File: config.mk
export PLATFORM = sky130hd
export DESIGN_NAME = tt_lut_engine
export DESIGN_NICKNAME = d
export VERILOG_FILES = /design/src/rtl/tt_lut_engine.sv
export SDC_FILE = /design/constraint.sdc
export NUM_CORES = 1
export LEC_CHECK = 0
export CORE_MARGIN = 3
export CORE_UTILIZATION = 37
export DETAILED_ROUTE_END_ITERATION = 10
export PLACE_DENSITY = 0.57
export SLEW_MARGIN = 20
export SYNTH_ARGS = -nofsm -noshare
export SYNTH_HDL_FRONTEND = slang
export SYNTH_SLANG_ARGS = --single-unit
File: constraint.sdc
create_clock -name clk -period 1.4 [get_ports clk]
set_input_delay 0.42 -clock clk [delete_from_list [all_inputs] [get_ports clk]]
set_output_delay 0.42 -clock clk [all_outputs]
set_load 0.02 [all_outputs]
File: src/rtl/tt_lut_engine.sv
`timescale 1ns/1ps
`default_nettype none
// ------------------------------------------------------------------------------------
// tt_lut_engine : run-time loadable 2^N_IN x N_OUT truth table with registered lookup
// Revision      : 1.0
// ------------------------------------------------------------------------------------
module tt_lut_engine #(
  parameter int              N_IN        = 3,
  parameter int              N_OUT       = 2,
  parameter logic [N_OUT-1:0] DEFAULT_OUT = '0
) (
  input  logic             clk,
  input  logic             rst_n,
  input  logic             cfg_start,
  input  logic             cfg_valid,
  input  logic [N_OUT-1:0] cfg_data,
  output logic             cfg_ready,
  output logic             cfg_done,
  input  logic             in_valid,
  input  logic [N_IN-1:0]  in_vec,
  output logic             in_ready,
  output logic             out_valid,
  output logic [N_OUT-1:0] out_vec,
  output logic             out_hit,
  input  logic             out_ready,
  output logic             busy
);

  localparam int            DEPTH    = 1 << N_IN;
  localparam logic [N_IN:0] LAST_PTR = (N_IN + 1)'(DEPTH - 1);
  localparam logic [N_IN:0] PTR_ONE  = (N_IN + 1)'(1);

  typedef enum logic [1:0] {
    EMPTY = 2'd0,
    LOAD  = 2'd1,
    READY = 2'd2
  } state_t;

  state_t           state;
  logic [N_IN:0]    ptr;
  logic [N_OUT-1:0] tbl [DEPTH];
  logic             accept;

  // Readies depend only on registered state and out_ready, never on the valids.
  assign cfg_ready = (state == LOAD);
  assign busy      = (state == LOAD);
  assign in_ready  = (state != LOAD) && (!out_valid || out_ready);
  assign accept    = in_valid && in_ready;

  always_ff @(posedge clk or negedge rst_n) begin
    if (!rst_n) begin
      state     <= EMPTY;
      ptr       <= '0;
      out_valid <= 1'b0;
      out_vec   <= DEFAULT_OUT;
      out_hit   <= 1'b0;
      cfg_done  <= 1'b0;
      for (int i = 0; i < DEPTH; i++) begin
        tbl[i] <= DEFAULT_OUT;
      end
    end else begin
      cfg_done <= 1'b0;

      // Lookup uses the table as it stands before any same-cycle cfg_start.
      if (accept) begin
        out_vec   <= (state == READY) ? tbl[in_vec] : DEFAULT_OUT;
        out_hit   <= (state == READY);
        out_valid <= 1'b1;
      end else if (out_ready) begin
        out_valid <= 1'b0;
      end

      case (state)
        LOAD: begin
          if (cfg_start) begin
            ptr <= '0;
          end else if (cfg_valid) begin
            tbl[ptr[N_IN-1:0]] <= cfg_data;
            ptr                <= ptr + PTR_ONE;
            if (ptr == LAST_PTR) begin
              state    <= READY;
              cfg_done <= 1'b1;
            end
          end
        end
        default: begin
          if (cfg_start) begin
            state <= LOAD;
            ptr   <= '0;
          end
        end
      endcase
    end
  end

endmodule
`default_nettype wire

==> metrics.md <==
| Metric | Value |
|---|---|
| Top post-synthesis cells by area | `dfrtp_1 50%, mux2_2 13%, nor4b_4 3.5%` |
| Crit path arrival time | `1150 ps` |
| Die width | `66.5 um` |
| Total GRT Usage | `14.4%` |
| Fmax | `637 MHz` |
| Dpl hpwl | `1.99 mm` |
| Main combinational cell family by area after synthesis | `multiplexers` |
| Routed WL | `2.88 mm` |
| Share of post-route cells with drive strength above 1 | `50.7%` |
| Initial DRC count | `49` |
| Worst hold path class | `input port to async pin` |
| Failing checks | `setup timing` |
| Syn_area_per_cell | `12.9 um^2` |
| RSZ-0062 raised after global routing | `true` |
| Number of synthesized register bits | `27` |
| Final Worst Setup Slack | `-170 ps` |
| Worst R2R Setup Slack | `-150 ps` |
| R2r worst-path depth | `4` |
| H-tree depth | `1` |
| Power Dens Cells | `902 nW/um^2` |
| DRC Markers | `0` |
| Final nets | `161` |
| GPL Wtd Cong | `0.779` |
| Vias | `985` |
| Yosys cell types | `34` |
| Setup TNS | `-2500 ps` |
| Mux share of post-synthesis cell area | `19.0%` |
| Min cycle time layout | `1570 ps` |
| Lkg Pwr | `0.890 nW` |
| Drt pass-1 iters | `4` |
| Synth area leader | `dfrtp_1` |
| Row cnt | `21` |
| Antenna Nets Post-Route | `0` |
| Synth-to-Final Area Change | `43.6%` |
| Hold Fails Final Rpt | `0` |
| TritonCTS clock tree | `built` |
| WP data required | `980 ps` |
| CTS sink cnt | `27` |
| Post-synth EDFFs | `0` |
| Post-layout util | `56.5%` |
| Crit share post-route | `112%` |
| Final clock skew | `3.98 ps` |
| Total power | `1.75 mW` |
| First-pass GRT wire length | `4.77 mm` |
| Post-Synthesis Cells | `105` |
| Worst slew pin tran | `304 ps` |
| Initial Util | `39.3%` |
| Simple-gate share of the synthesized area | `17.9%` |
| Top-area cell type share of the netlist area | `49.9%` |
| Most frequent cells after synthesis | `27 x dfrtp_1, 16 x mux2_2, 9 x nor2_1` |
| FF-to-FF End | `tbl[8]$_DFFE_PN0P_` |
| XOR/XNOR Fraction of Synth Area | `1.29%` |
| ANT cells | `0` |
| Area occupied by multi-input gates | `734 um^2` |
| Core area | `3440 um^2` |
| Synth Area in Compound Gates | `7.21%` |
| PortBufs | `18` |
| Slew margin rel. | `79.7%` |
| Worst Setup Start Kind | `register` |
| TritonCTS Buffers | `3` |
| Post-Synth Adder-Cell Area | `0.924%` |
| Area occupied by registers | `677 um^2` |
| Most frequent cell after synthesis | `dfrtp_1` |
| Non-Filler Instances | `194` |
| Root buf cell | `clkbuf_8` |
| Setup violations, final | `22` |
| Ys flop type | `dfrtp_1` |
| Fillers | `289` |
| Crit path capture type | `output pin` |
| GR Overflow Total | `0` |
| Max-Cap Viols | `0` |
| Share of flip-flops with an asynchronous set or reset | `100%` |
| Critical path origin | `state[1]$_DFFE_PN0P_` |
| Status | `finished, violations left` |
| Vias in the first global route | `995` |
| Reg-to-Reg Start | `state[1]$_DFFE_PN0P_` |
| Cts-stage hold buffer count | `0` |
| CTS Buffer Depth | `2` |
| Largest net degree at the start of global routing | `28` |
| Die Area | `4420 um^2` |
| Synthesized Nets | `117` |
| Slew Limit Fails | `0` |
| Yosys warning total | `0` |
| Clock-pin slew on the worst setup and hold paths | `100 ps` |
| Initial antenna violation count | `0` |
| Cell Area, Synth | `1350 um^2` |
| Die height | `66.5 um` |
| Setup CP Type | `register to output pin` |
| Inst Count DP | `182` |
| Crit-path max FO | `5` |
| Routed length per instance | `14.8 um` |
| Clk_lat worst skew | `280 ps` |
| Top Ports | `19` |
| Worst IR Drop VDD | `0.641 mV` |
| Seq/Total Area, Yosys | `49.9%` |
| Via/cell ratio | `5.08` |
registers in the layout, indices dropped and copies added (netlist names):
| signal | flops |
|---|---|
| tbl | 16 |
| ptr | 4 |
| out_vec | 2 |
| state | 2 |
| out_hit | 1 |
| out_valid | 1 |
| cfg_done | 1 |
worst max-delay path, stage by stage, from the launching register on:
cell	delay [ps]
dfrtp_1	410
and2b_2	300
nor2_4	40
buf_6	120
timing repair:
action,4_1_cts,5_1_grt
buffers inserted,7,3
resized for setup,53,14
endpoints found under the setup margin,28,28
pin swaps,11,6
logic make-up (layout without fill, tap and decap cells):
| kind of cell | after synthesis | after routing |
|---|---|---|
| and+or+nand+nor | 32 | 32 |
| DFF | 27 | 27 |
| buffers and inverters | 9 | 52 |
| AOI/OAI and AO/OA | 13 | 13 |
| xor gates and xnor gates | 2 | 2 |
| adders and majority gates | 1 | 1 |
| muxes | 21 | 21 |
final cells by class:
type | instances | share of cell area (%)
timing repair buffer | 46 | 21.6
clock inverter | 1 | 0.386
clock buffer | 3 | 2.12
inverter | 2 | 0.386
multi-input combinational | 69 | 37.8
tap | 46 | 2.96
sequential | 27 | 34.8
report_power, final:
part	switching, mW	leakage [nW]	total [mW]	internal, mW
Clock	0.263	0.0217	0.465	0.202
Sequential	0.0580	0.355	0.928	0.870
Combinational	0.146	0.513	0.360	0.214
Total	0.467	0.890	1.75	1.29
metal layers:
metal	wire [um]	vias up	global-route usage (%)
met4	25	0	3.81
met1	1290	491	18.5
met3	121	2	2.19
met5	0	-	0
met2	1440	21	25.0
li1	-	471	-
cells in the final DEF (no fill, tap or decap), types with 2 or more instances in the layout:
cell             synthesis  routed
a211oi_1                 2       2
a21oi_1                  2       2
buf_4                    3      19
buf_6                    0      11
clkbuf_2                 0       3
clkbuf_8                 0       3
clkdlybuf4s50_1          0       6
dfrtp_1                 27      26
dlygate4sd2_1            0       4
mux2_1                   2       2
mux2_2                  16       8
mux2_4                   0       8
mux4_2                   2       2
nand2_1                  3       2
nand4_1                  2       2
nand4b_1                 3       3
nor2_1                   9       7
nor2_4                   0       2
nor2b_1                  4       3
nor4b_4                  2       2
o31ai_2                  0       2
how the worst max path moves through the flow:
stage | end | slack, ps | depth (start not counted)
finish | in_ready | -170 | 3
global route | in_ready | -220 | 4
detailed placement | in_ready | -650 | 4
CTS | tbl[8]$_DFFE_PN0P_ | -210 | 4
floorplan | out_vec[1]$_DFFE_PN0P_ | -8 | 3
global placement | in_ready | -630 | 4
through the flow:
stage          area, um^2  setup WS, ps  hold WS (ps)
6_report             1940          -170           482
5_1_grt              1940          -216           495
4_1_cts              1890          -212           487
3_5_place_dp         1720          -653           487
3_3_place_gp         1720          -633           474
2_1_floorplan        1360         -7.93           124
Power figures use the tool's default switching activity.
